<file path="src/rtl/booth_mul_arbiter.sv">
`default_nettype none
// ============================================================================
//  Module      : booth_mul_arbiter
//  Description : Round-robin arbiter/sequencer sharing one multi-cycle
//                multiplier between NREQ requesters. Accepts one operand
//                pair at a time, issues it, waits for done (bounded by a
//                watchdog) and returns the product over a held response.
//  Revision    : 1.0 - initial release
// ============================================================================
module booth_mul_arbiter #(
   parameter int NREQ    = 4,
   parameter int WIDTH_M = 8,
   parameter int WIDTH_R = 8,
   parameter int TIMEOUT = 64
) (
   input  logic                       clk,
   input  logic                       rstn,
   input  logic [NREQ-1:0]            req_vld,
   output logic [NREQ-1:0]            req_rdy,
   input  logic [NREQ*WIDTH_M-1:0]    req_a,
   input  logic [NREQ*WIDTH_R-1:0]    req_b,
   output logic [NREQ-1:0]            rsp_vld,
   input  logic [NREQ-1:0]            rsp_rdy,
   output logic [WIDTH_M+WIDTH_R-1:0] rsp_data,
   output logic                       rsp_err,
   output logic                       mul_vld,
   output logic [WIDTH_M-1:0]         mul_a,
   output logic [WIDTH_R-1:0]         mul_b,
   input  logic [WIDTH_M+WIDTH_R-1:0] mul_out,
   input  logic                       mul_done,
   output logic                       busy
);

   localparam int c_PW = (NREQ > 1) ? $clog2(NREQ) : 1;
   localparam int c_WP = WIDTH_M + WIDTH_R;
   // Counter only needs to reach TIMEOUT-1
   localparam int c_CW = $clog2(TIMEOUT);
   localparam logic [c_CW-1:0] c_CNT_LAST = c_CW'(TIMEOUT - 1);
   localparam logic [c_PW-1:0] c_OWN_LAST = c_PW'(NREQ - 1);

   localparam logic [1:0] c_IDLE  = 2'd0;
   localparam logic [1:0] c_ISSUE = 2'd1;
   localparam logic [1:0] c_WAIT  = 2'd2;
   localparam logic [1:0] c_RESP  = 2'd3;

   logic [1:0]         r_state;
   logic [1:0]         w_next;
   logic [c_PW-1:0]    r_ptr;
   logic [c_PW-1:0]    r_owner;
   logic [c_CW-1:0]    r_cnt;
   logic [WIDTH_M-1:0] r_mul_a;
   logic [WIDTH_R-1:0] r_mul_b;
   logic [c_WP-1:0]    r_rsp_data;
   logic               r_rsp_err;
   logic               r_busy;

   logic               w_found;
   logic [c_PW-1:0]    w_win;
   logic [c_PW-1:0]    w_sel;
   logic [WIDTH_M-1:0] w_op_a;
   logic [WIDTH_R-1:0] w_op_b;
   logic               w_timeout;

   assign w_timeout = (r_cnt == c_CNT_LAST);

   // Round-robin search: first valid requester at or above the pointer, wrapping
   always_comb begin
      w_found = 1'b0;
      w_win   = '0;
      w_sel   = '0;
      for (int k = 0; k < NREQ; k++) begin
         w_sel = c_PW'((32'(r_ptr) + 32'(k)) % 32'(NREQ));
         if (!w_found && req_vld[w_sel]) begin
            w_found = 1'b1;
            w_win   = w_sel;
         end
      end
   end

   // Operand mux for the current winner
   always_comb begin
      w_op_a = '0;
      w_op_b = '0;
      for (int k = 0; k < NREQ; k++) begin
         if (w_win == c_PW'(k)) begin
            w_op_a = req_a[k*WIDTH_M +: WIDTH_M];
            w_op_b = req_b[k*WIDTH_R +: WIDTH_R];
         end
      end
   end

   // State register; busy is registered from the next state so it tracks the state
   always_ff @(posedge clk or negedge rstn) begin
      if (!rstn) begin
         r_state <= c_IDLE;
         r_busy  <= 1'b0;
      end else begin
         r_state <= w_next;
         r_busy  <= (w_next != c_IDLE);
      end
   end

   // Next-state logic
   always_comb begin
      w_next = r_state;
      case (r_state)
         c_IDLE:  if (w_found) w_next = c_ISSUE;
         c_ISSUE: w_next = c_WAIT;
         c_WAIT:  if (mul_done || w_timeout) w_next = c_RESP;
         c_RESP:  if (rsp_rdy[r_owner]) w_next = c_IDLE;
         default: w_next = c_IDLE;
      endcase
   end

   // Datapath: operand capture, owner/pointer, watchdog and response registers
   always_ff @(posedge clk or negedge rstn) begin
      if (!rstn) begin
         r_ptr      <= '0;
         r_owner    <= '0;
         r_cnt      <= '0;
         r_mul_a    <= '0;
         r_mul_b    <= '0;
         r_rsp_data <= '0;
         r_rsp_err  <= 1'b0;
      end else begin
         case (r_state)
            c_IDLE: begin
               if (w_found) begin
                  r_owner <= w_win;
                  r_ptr   <= (w_win == c_OWN_LAST) ? '0 : w_win + c_PW'(1);
                  r_mul_a <= w_op_a;
                  r_mul_b <= w_op_b;
               end
            end
            c_ISSUE: r_cnt <= '0;
            c_WAIT: begin
               if (mul_done) begin
                  r_rsp_data <= mul_out;
                  r_rsp_err  <= 1'b0;
               end else if (w_timeout) begin
                  r_rsp_data <= '0;
                  r_rsp_err  <= 1'b1;
               end else begin
                  r_cnt <= r_cnt + c_CW'(1);
               end
            end
            default: ;
         endcase
      end
   end

   // Output decode; req_rdy is masked by rstn so it is zero while reset is held
   always_comb begin
      req_rdy = '0;
      rsp_vld = '0;
      mul_vld = 1'b0;
      case (r_state)
         c_IDLE:  if (w_found && rstn) req_rdy[w_win] = 1'b1;
         c_ISSUE: mul_vld = 1'b1;
         c_RESP:  rsp_vld[r_owner] = 1'b1;
         default: ;
      endcase
   end

   assign mul_a    = r_mul_a;
   assign mul_b    = r_mul_b;
   assign rsp_data = r_rsp_data;
   assign rsp_err  = r_rsp_err;
   assign busy     = r_busy;

endmodule
`default_nettype wire

</file>
<file path="config.mk">
export PLATFORM = sky130hd
export DESIGN_NAME = booth_mul_arbiter
export DESIGN_NICKNAME = d
export VERILOG_FILES = /design/src/rtl/booth_mul_arbiter.sv
export SDC_FILE = /design/constraint.sdc
export NUM_CORES = 1
export LEC_CHECK = 0
export CAP_MARGIN = 20
export CORE_ASPECT_RATIO = 1.25
export CORE_MARGIN = 2
export CORE_UTILIZATION = 42
export DETAILED_ROUTE_END_ITERATION = 8
export GPL_TIMING_DRIVEN = 0
export PLACE_DENSITY = 0.82
export SETUP_SLACK_MARGIN = 0.02
export SYNTH_ARGS = -nofsm -noshare
export SYNTH_HDL_FRONTEND = slang
export SYNTH_SLANG_ARGS = --single-unit
export TNS_END_PERCENT = 50
</file>
<file path="constraint.sdc">
create_clock -name clk -period 2.8 [get_ports clk]
set_input_delay 0.56 -clock clk [delete_from_list [all_inputs] [get_ports clk]]
set_output_delay 0.56 -clock clk [all_outputs]
set_load 0.02 [all_outputs]
</file>
==> Word-level counts from Yosys, hierarchy flattened <==
Index checks and enable logic that the tools add are counted.
{ "classes": {"addsub": 5, "magnitude_cmp": 8, "eq_ne": 9, "n_mux": 46, "n_reduce_logical": 18} }
{ "ops": {"columns": ["operator", "n"], "rows": [
  ["8-bit 2-to-1 mux", 8],
  ["16-bit 2-to-1 mux", 2],
  ["2-bit by 3-bit < comparator with 1-bit output (second input constant)", 6],
  ["2-bit 2-to-1 mux", 8],
  ["1-bit 2-to-1 mux", 14],
  ["4-bit 2-to-1 mux", 3],
  ["6-bit 2-to-1 mux", 2],
  ["6-bit case mux with 2 select lines", 1],
  ["1-bit binary-select mux with 2-bit select", 5],
  ["2-bit equality test (second input constant)", 4],
  ["2-bit case mux with 4 select lines", 1],
  ["6-bit by 1-bit adder with 6-bit output (second input constant)", 1],
  ["6-bit equality test (second input constant)", 1],
  ["1-bit logical AND", 6],
  ["2-bit nonzero test", 3],
  ["2-bit by 1-bit adder with 2-bit output (second input constant)", 2],
  ["2-bit adder (second input constant)", 2],
  ["1-bit demux with 2-bit select", 2],
  ["2-bit by 1-bit equality test with 1-bit output (second input constant)", 2],
  ["2-bit by 1-bit >= comparator with 1-bit output (second input constant)", 2],
  ["2-bit zero test", 2],
  ["2-bit != test (second input constant)", 2],
  ["2-bit AND reduction", 2],
  ["1-bit zero test", 3],
  ["2 further kinds", 2]
]} }
{ "word_totals": {"register_bits": 46, "input_bits": 91, "output_inout_bits": 43, "word_cells": 95} }

==> Longest topological paths before layout <==
{ "logic_depth": {"word_depth": 18, "mapped_depth": 9, "mapped_depth_nobuf": 7} }

==> Least setup slack after synthesis <==
OpenSTA, ideal clock, no wires.
{ "synth_path": {"path_type": "input port to output port", "start": "in req_vld[3]", "end": "out req_rdy[0]", "arrival_time_ns": 2.007, "required_ns": 2.240, "path_slack_ns": 0.233, "cell_stages": 7, "n_path_buf": 2, "path_cell_list": "nand2b_1 > a211oi_1 > or2_2 > ha_1 > buf_2 > clkbuf_1 > and3_1"} }
{ "synth_via": {"elab_chain_len": 18, "elab_cells_between_ends": 30, "classes_between": "order compare (2); mux (20); reduce/logical (8)"} }
{ "synth_lines": {"columns": ["item", "line_no", "text"], "rows": [
  ["start, declared", "18", "input logic [NREQ-1:0] req_vld,"],
  ["1-bit binary-select mux with 2-bit select", "73", "if (!w_found && req_vld[w_sel]) begin"],
  ["1-bit 2-to-1 mux (implied by the code)", "73", null],
  ["1-bit 2-to-1 mux", "73", null],
  ["1-bit zero test", "73", null],
  ["1-bit logical AND", "73", null],
  ["1-bit 2-to-1 mux", "73", null],
  ["1-bit zero test", "73", null],
  ["1-bit logical AND", "73", null],
  ["(+2 left out)", null, null],
  ["1-bit logical AND", "73", null],
  ["2-bit 2-to-1 mux", "73", null],
  ["2-bit by 3-bit < comparator with 1-bit output (implied by the code) or 2-bit by 1-bit >= comparator with 1-bit output (tied branches)", "158", "c_IDLE: if (w_found && rstn) req_rdy[w_win] = 1'b1;"],
  ["1-bit logical AND (implied by the code)", "158", null],
  ["1-bit 2-to-1 mux (implied by the code)", "158", null],
  ["1-bit demux with 2-bit select", "158", null],
  ["4-bit 2-to-1 mux (*)", "158", null],
  ["4-bit 2-to-1 mux (*)", "157", "case (r_state)"],
  ["end, declared", "19", "output logic [NREQ-1:0] req_rdy,"]
]} }
Mark *: on every way between the ends. The rest lies on a longest branch, timed or not. The select of a mux whose other input is x is not followed.

==> Worst setup path after layout <==
{ "layout_path": {"start": "in req_vld[3]", "end": "out req_rdy[2]"} }
{ "layout_via": {"elab_chain_len": 18, "elab_cells_between_ends": 30, "classes_between": "order compare (2); mux (20); reduce/logical (8)"} }
{ "layout_lines": {"columns": ["item", "line_no", "text"], "rows": [
  ["1-bit binary-select mux with 2-bit select", "73", null],
  ["1-bit 2-to-1 mux (implied by the code)", "73", null],
  ["1-bit 2-to-1 mux", "73", null],
  ["1-bit zero test", "73", null],
  ["1-bit logical AND", "73", null],
  ["1-bit 2-to-1 mux", "73", null],
  ["1-bit zero test", "73", null],
  ["1-bit logical AND", "73", null],
  ["(+3 left out)", null, null],
  ["2-bit 2-to-1 mux (*)", "73", null],
  ["via w_win[1]", "58", "logic [c_PW-1:0] w_win;"],
  ["2-bit by 3-bit < comparator with 1-bit output (implied by the code) or 2-bit by 1-bit >= comparator with 1-bit output (tied branches)", "158", null],
  ["1-bit logical AND (implied by the code)", "158", null],
  ["1-bit 2-to-1 mux (implied by the code)", "158", null],
  ["1-bit demux with 2-bit select (*)", "158", null],
  ["4-bit 2-to-1 mux (*)", "158", null],
  ["4-bit 2-to-1 mux (*)", "157", null]
]} }
The timed path passes the listed nets; every way through them passes the cells marked *. The select of a mux whose other input is x is not followed.

==> impl_metrics.toml <==
[sta]
slew_headroom_pct = 59.2
finalHoldViolations = 0
final.min_clock_period_ns = 2.73
report.final.setup_viol = 0
rsz0062_at_grt = "no"
finalHoldWorstSlack_ns = 0.264
fmax_mhz = 366
worst_clock_skew_ns = 0.00624
layout_setup_ws_ns = 0.0713
tightest_slew_ns = 0.612
number_of_max_slew_violations_in_the_final_report = 0
timing.final.crit_share_pct = 97.5

[placement]
pre_cts_slack_ns = -1.19
hpwl_um = 6850
port_buffers = 133
routability_driven_placement_congestion_ratio = 0.833

[final_layout]
layout.cells.most_common = "sky130_fd_sc_hd__clkdlybuf4s50_1"
final.fill_count = 555
area.growth.synth_to_final_pct = 59.9
most_used_cells_in_the_layout_excluding_fill_and_tap_cells = "124 x sky130_fd_sc_hd__clkdlybuf4s50_1, 54 x sky130_fd_sc_hd__nand2_1, 45 x sky130_fd_sc_hd__dfrtp_1"
post_route_cells_drive_above_1_share_pct = 10.5
nets = 583
antenna_cells = 0

[power_and_ir_drop]
switching_share_pct = 42.4
p_clk_share_pct = 9.4
p_int_mw = 2.48
leakage_nw = 1.95
combinationalPowerShare_pct = 62.5
vdd_drop_max_mv = 0.516
sequentialPowerShare_pct = 28.0
total_switching_power_mw = 1.83
power-per-cell-area_mw_per_mm2 = 939

[die]
die_w_um = 77.9
row_count = 33
die_area_mm2 = 0.00751
num_io_pins = 134
die-height_um = 96.4
initial_core_util_pct = 43.4
core_mm2 = 0.00661

[routing]
vias_per_cell = 5.42
drt_drc_violations_left = 0
routed_wire_length_per_instance_um = 15.3
dr_total_vias = 3119
detailedRoute.firstPassIterationCount = 5
final_antenna_net_count = 0
routed_wirelength_um = 8790
initialDrtViolationCount = 129

[yosys]
synth-seq-area-share_pct = 40.1
netlist_area_mm2 = 0.00287
ys_types = 43
synthDominantCellAreaShare_pct = 40.1
number_of_flops_mapped_to_enable_cells_by_yosys = 0
ys_seq_elements = 46
async_reset_ff_share_pct = 100
flip_flop_cell_with_the_highest_count_after_synthesis = "sky130_fd_sc_hd__dfrtp_1"
synthCells = 339
synth_top_cells_by_area = "sky130_fd_sc_hd__dfrtp_1 40%, sky130_fd_sc_hd__nand2_1 7.1%, sky130_fd_sc_hd__a21oi_1 7.0%"
netlist.top_cell.by_area = "sky130_fd_sc_hd__dfrtp_1"
post_synthesis_net_count = 435
post_synth.cell_area_avg_um2 = 8.46
synth_warnings = 0

[clock_network]
cts_buffer_depth = 2
clock_insertion_delay_worst_skew_ns = 0.30
path_clk_slew_ns = 0.08
clock_sink_count = 46
clock-root-buffer = "sky130_fd_sc_hd__clkbuf_8"
ctsHoldBuffers = 0
cts_inserted_buffers = 5
cts_htree_levels = 2
tritoncts = "yes"

[global_routing]
grt_pass1_wl_um = 14000
global_route.usage.total_pct = 23.5
grt_overflow = 0
grt_antenna_before_repair = 0
grt_start_max_net_pins = 28
grt_pass1_vias = 3024

[critical_path]
cpMaxStageDelayCell = "sky130_fd_sc_hd__a211oi_4"
crit_path_max_fanout = 10
worst_ep_required_time_ns = 2.24
timing.critical_path.arrival_ns = 2.17
max_stage_delay_ns = 0.28
critical_path.cell_chain = "clkdlybuf4s15_1 > nand2b_4 > a211oi_4 > buf_4 > nor2_2 > ha_2 > clkbuf_8 > and3_1 > buf_4"
critical_path.most_common_cell = "sky130_fd_sc_hd__buf_4"
critical_path.startpoint_type = "input pin"
worstSetupPathType = "in -> out"
end_kind = "output pin"

[run_status]
outcome = "completed"

[job]
max_cap_violations = 0

[hold_path]
type_of_the_tightest_min_delay_check = "in -> async"
## power groups by stage
| stage | sequential, mW | combinational [mW] | clock, mW |
|---|---|---|---|
| after CTS | 1.20 | 2.65 | 0.414 |
| after global routing | 1.25 | 2.93 | 0.446 |
| after detailed placement | 1.21 | 2.48 | 0 |
| after global placement | 1.19 | 2.43 | 0 |
| after floorplan | 1.46 | 1.21 | 0 |
| final | 1.21 | 2.69 | 0.406 |
## cell families after synthesis
family / synth area share (%)
simple gates: 20.5
flops: 40.1
compound gates: 25.9
mux: 1.66
fa+ha+maj: 2.18
buf+inv: 9.68
## registers in the layout (all words and copies together) (netlist names)
name,count
busy,1
mul_a,8
mul_b,8
r_cnt,6
r_owner,2
r_ptr,2
r_state,2
rsp_data,16
rsp_err,1
## final timing paths
check	from	end	slack (ns)	depth (start not counted)
worst max-delay path	req_vld[3]	req_rdy[2]	0.07	9
worst max register to register	r_ptr[0]	mul_a[4]	0.30	10
worst min register to register	rsp_err	rsp_err	0.52	2
max in group asynchronous	rstn	mul_a[1]	2.02	2
worst min-delay path	rstn	r_cnt[3]	0.26	1
min in group clk	rsp_err	rsp_err	0.52	2
## area by class of cell
cell class | instances | area [um2] | share of cell area (%)
well taps | 87 | 109 | 2.37
clock inverters | 3 | 21.3 | 0.464
repair buffers | 143 | 1400 | 30.6
clock buffers | 5 | 68.8 | 1.50
flip-flops and latches | 46 | 1150 | 25.1
plain buffers | 28 | 189 | 4.12
inverters | 37 | 139 | 3.03
multi-input cells | 226 | 1510 | 32.8
## metrics by stage
step | setup TNS, ns | power (mW) | instance area [um2] | instances | util [%]
finish | 0 | 4.31 | 4590 | 575 | 69.4
global route | 0 | 4.62 | 4590 | 575 | 69.4
CTS | 0 | 4.26 | 4550 | 573 | 68.9
detailed placement | -11.12 | 3.69 | 4330 | 560 | 65.6
global placement | -18.39 | 3.61 | 4310 | 559 | 65.2
floorplan | 0 | 2.67 | 2870 | 339 | -
## worst max-delay path, delay by kind of cell
family                     cells  cell delay [ns]
buffers and inverters          4             0.71
and+or+nand+nor                3             0.39
AOI/OAI and AO/OA              1             0.28
adders and majority gates      1             0.22
## cells in the mapped netlist (3+ instances only)
cell	instances
sky130_fd_sc_hd__a31oi_1	19
sky130_fd_sc_hd__buf_2	3
sky130_fd_sc_hd__nand3b_1	18
sky130_fd_sc_hd__clkbuf_1	24
sky130_fd_sc_hd__ha_1	5
sky130_fd_sc_hd__nand2b_1	3
sky130_fd_sc_hd__inv_1	37
sky130_fd_sc_hd__buf_6	3
sky130_fd_sc_hd__a221o_1	16
sky130_fd_sc_hd__nand2_1	54
sky130_fd_sc_hd__and3_1	6
sky130_fd_sc_hd__nor2_1	8
sky130_fd_sc_hd__and2_1	4
sky130_fd_sc_hd__nor3_1	3
sky130_fd_sc_hd__nor3b_1	3
sky130_fd_sc_hd__o311ai_0	14
sky130_fd_sc_hd__a21oi_1	40
sky130_fd_sc_hd__dfrtp_1	46
## routing by layer
metal | global-route usage (%) | share of wire, % | up-vias
li1 | - | - | 1509
met1 | 25.7 | 39 | 1467
met2 | 44.3 | 51 | 135
met3 | 7.06 | 8.6 | 8
met4 | 6.43 | 1.3 | 0
met5 | 0 | 0 | -
## repair_timing
item / 4_1_cts / 5_1_grt
endpoints found under the setup margin: 20 / 4
pin swaps: 5 / 2
gates resized for setup: 48 / 8
setup buffers: 7 / 2
endpoints found under the hold margin: 0 / 0
(Power assumes the default switching activity.)
==> RTL edit 1, RTL diff (config.mk and constraints unchanged) <==
Put one more register stage on the output `rsp_err`, without a reset. The value now appears one clock later. The other outputs are not delayed to match.
--- a/src/rtl/booth_mul_arbiter.sv
+++ b/src/rtl/booth_mul_arbiter.sv
@@ -165,7 +165,9 @@
    assign mul_a    = r_mul_a;
    assign mul_b    = r_mul_b;
    assign rsp_data = r_rsp_data;
-   assign rsp_err  = r_rsp_err;
+   always_ff @(posedge clk) begin
+      rsp_err <= r_rsp_err;
+   end
    assign busy     = r_busy;
 
 endmodule
Formal check against the unedited RTL: no difference found for any inputs over 4 cycles, from zero or initial values and one cycle with rstn low; that may be too few to reach the edited logic, so the function may still have changed.
==> RTL edit 1 against the unedited design <==
  * Sequential share of layout area grew 0.86 points
  * Register-to-register slack better by 130 ps
  * Sequential cell count is 1 higher
  * Final area is 1.6% lower
  * Total power decreased by 1.3%
  * Setup slack got worse by 4.7 ps
  * Die area up 0.66%
  * Synthesized area rose by 0.70%
  * Largest power group unchanged
  * Routed wire length rose by 1.7%
==> RTL edit 1: results (changes against the unedited design) <==
GRT
  – GR met2 Demand/Resource: 42.1% (-2.1 points)
  – Largest net degree at the start of global routing: 40 (+43%)
  – M3 GR Usage: 5.78% (-1.3 points)
  – Vias in the first global route: 3,063 (+1.3%)
  – First-pass GRT wire length: 14,300 um (+1.9%)

Final layout
  – Reg area: 1170 um2 (+1.7%)
  – NonClk Buf Share: 33.1% (-1.6 points)
  – Share of layout cells above drive strength 1: 8.54% (-1.9 points)
  – Area Growth Syn to Fin: 56.2%
  – Clock network area share: 1.97% (+0.0049 points)
  – Fillers: 529 (-4.7%)
  – Fraction of area in multi-input gates: 33.4% (+0.60 points)
  – Non-CTS buffers: 162 (-5.3%)

Power and ir drop
  – Max IR drop VDD: 500 uV (-3.2%)
  – Pleak: 1.89 nW (-2.9%)
  – Psw: 0.00183 W (+0.26%)

Critical path
  – FF-to-FF End: mul_a[2]
  – Setup crit end: req_rdy[0]
  – FF-to-FF setup slack: 430 ps (+130 ps)
  – Reg2reg start: r_ptr[1]
  – Slowest cell on crit path: dlygate4sd2_1
  – CP Max Fanout: 17 (+7)

Logic synthesis
  – Unique masters post-synth: 44 (+2.3%)
  – Post-Syn Instances: 340 (+0.29%)
  – Syn Nets: 436 (+0.23%)
  – Post-synthesis sequential area ratio: 40.5% (+0.41 points)

Place
  – Area of placed instances: 4340 um2 (+0.29%)
  – Placed cell count: 561 (+0.18%)
  – Final RePlAce weighted congestion: 0.841 (+1.0%)
  – Placement Setup Slack: -1180 ps (+10.8 ps)

Timing
  – Hold WS: 129 ps (-135 ps)
  – Fmax: 366 MHz (-0.17%)

Outcome
  – Status: finished clean

Detailed routing
  – Metal2 WL: 4590 um (+2.3%)
  – Met3 routed WL: 649 um (-14%)
  – Violation count after the first detailed-route iteration: 189 (+47%)
  – Vias/cell: 5.43 (+0.11%)
[RTL edit 1: changes by cell type after synthesis, sizes merged]
cell and delta:
dfxtp +1
[RTL edit 1: timing repair]
item                                    4_1_cts  5_1_grt
buffers inserted                              2        1
endpoints found under the setup margin       20        4
endpoints found under the hold margin         0        0
cloned                                        0        0
gates resized for setup                      46        6
pin swaps                                     5        3
hold buffers                                  0        0
[RTL edit 1: logic make-up after synthesis]
group	Yosys count	synth area share [%]
buffers and inverters	67	9.61
muxes	3	1.65
adders and majority gates	5	2.17
AOI/OAI and AO/OA	106	25.7
DFF	47	40.5
and+or+nand+nor	112	20.3
[RTL edit 1: power groups by stage]
stage                     clock, W  sequential [W]  combinational [W]
after floorplan                  0         0.00147            0.00121
after global placement           0         0.00120            0.00243
after detailed placement         0         0.00122            0.00249
after CTS                 0.000419         0.00121            0.00262
after global routing      0.000456         0.00126            0.00283
final                     0.000419         0.00122            0.00262
==> RTL edit 2, RTL diff (config.mk and constraints unchanged) <==
Made on the original files. `TIMEOUT`: 64 -> 128.
--- a/src/rtl/booth_mul_arbiter.sv
+++ b/src/rtl/booth_mul_arbiter.sv
@@ -11,7 +11,7 @@
    parameter int NREQ    = 4,
    parameter int WIDTH_M = 8,
    parameter int WIDTH_R = 8,
-   parameter int TIMEOUT = 64
+   parameter int TIMEOUT = 128
 ) (
    input  logic                       clk,
    input  logic                       rstn,
Formal check against the unedited RTL: same outputs for any inputs over 10 cycles, from zero or initial values and one cycle with rstn low; that may be too few to reach the edited logic, so the function may still have changed.
==> RTL edit 2 against the unedited design <==
  * Clock skew rose by 2.0 ps
  * Hold slack gained 7.2 ps
  * Core utilization increased by 3.1 points
  * Sequential cell count grew 1
  * Final area is 7.4% lower
  * Non-clock buffer count is 16 lower
  * Final cell count is 13% lower
  * Synthesized area down 10%
  * Total power shrank 2.1%
  * Critical path depth decreased by 1
  * Setup slack improved by 6.3 ps
  * Routed wire length is 8.4% lower
  * Fmax increased by 0.23%
  * Sequential share of layout area increased by 2.6 points
==> RTL edit 2: results (changes against the unedited design) <==
Outcome
  – Status: finished clean

GRT
  – Overall routing resource usage: 24.1% (+0.65 points)
  – GR met2 Demand/Resource: 41.4% (-2.9 points)
  – M3 GR Usage: 6.99% (-0.071 points)
  – Largest net degree at the start of global routing: 29 (+3.6%)

Final layout
  – NonClk Buf Share: 34.8% (+0.097 points)
  – Final Net Count: 514 (-12%)
  – Fillers: 432 (-22%)
  – Post-route cell area: 4250 um2 (-7.4%)

Detailed routing
  – Met3 routed WL: 774 um (+2.2%)
  – Routed wire per std cell: 16.1 um (+5.1%)
  – Wl on met1: 3140 um (-8.2%)
  – Violation count after the first detailed-route iteration: 147 (+14%)
  – Metal2 WL: 4010 um (-11%)

Critical path
  – Crit-path leading delay family: simple AND/OR/NAND/NOR gates
  – CP peak stage delay: 530 ps (+250 ps)

Clock network
  – Clk slew on worst S/H paths: 100 ps (+20 ps)

Logic synthesis
  – Mux cell area share after synthesis: 2.09% (+0.44 points)
  – Flops & latches, synth: 47 (+2.2%)
  – Post-synthesis sequential area ratio: 45.8% (+5.6 points)
  – Syn Area/Cell: 9.31 um2 (+10%)
  – Unique masters post-synth: 41 (-4.7%)

Power and ir drop
  – Psw: 0.00174 W (-5.0%)
  – Max IR drop VDD: 524 uV (+1.5%)
  – Pleak: 1.86 nW (-4.6%)

Place
  – Area of placed instances: 4030 um2 (-7.0%)
  – HPWL after DPL: 6190 um (-9.6%)
  – Placed cell count: 492 (-12%)
  – Placement Setup Slack: -1410 ps (-213 ps)
## RTL edit 2: power groups by stage
stage	sequential (W)	combinational, W	clock, W
2_1_floorplan	0.00146	0.00111	0
3_3_place_gp	0.00118	0.00231	0
3_5_place_dp	0.00120	0.00234	0
4_1_cts	0.00119	0.00247	0.000531
5_1_grt	0.00123	0.00271	0.000554
6_report	0.00119	0.00250	0.000526
## RTL edit 2: worst paths after layout
kind | from | cells after the start | slack, ps | end
worst max-delay path | req_vld[1] | 8 | 80 | req_rdy[1]
worst min-delay path | rstn | 1 | 270 | rsp_err
worst max register to register | r_ptr[1] | 12 | 290 | mul_b[7]
worst min register to register | rsp_data[8] | 1 | 510 | rsp_data[8]
max in group asynchronous | rstn | 2 | 1970 | r_ptr[1]
min in group clk | rsp_data[8] | 1 | 510 | rsp_data[8]
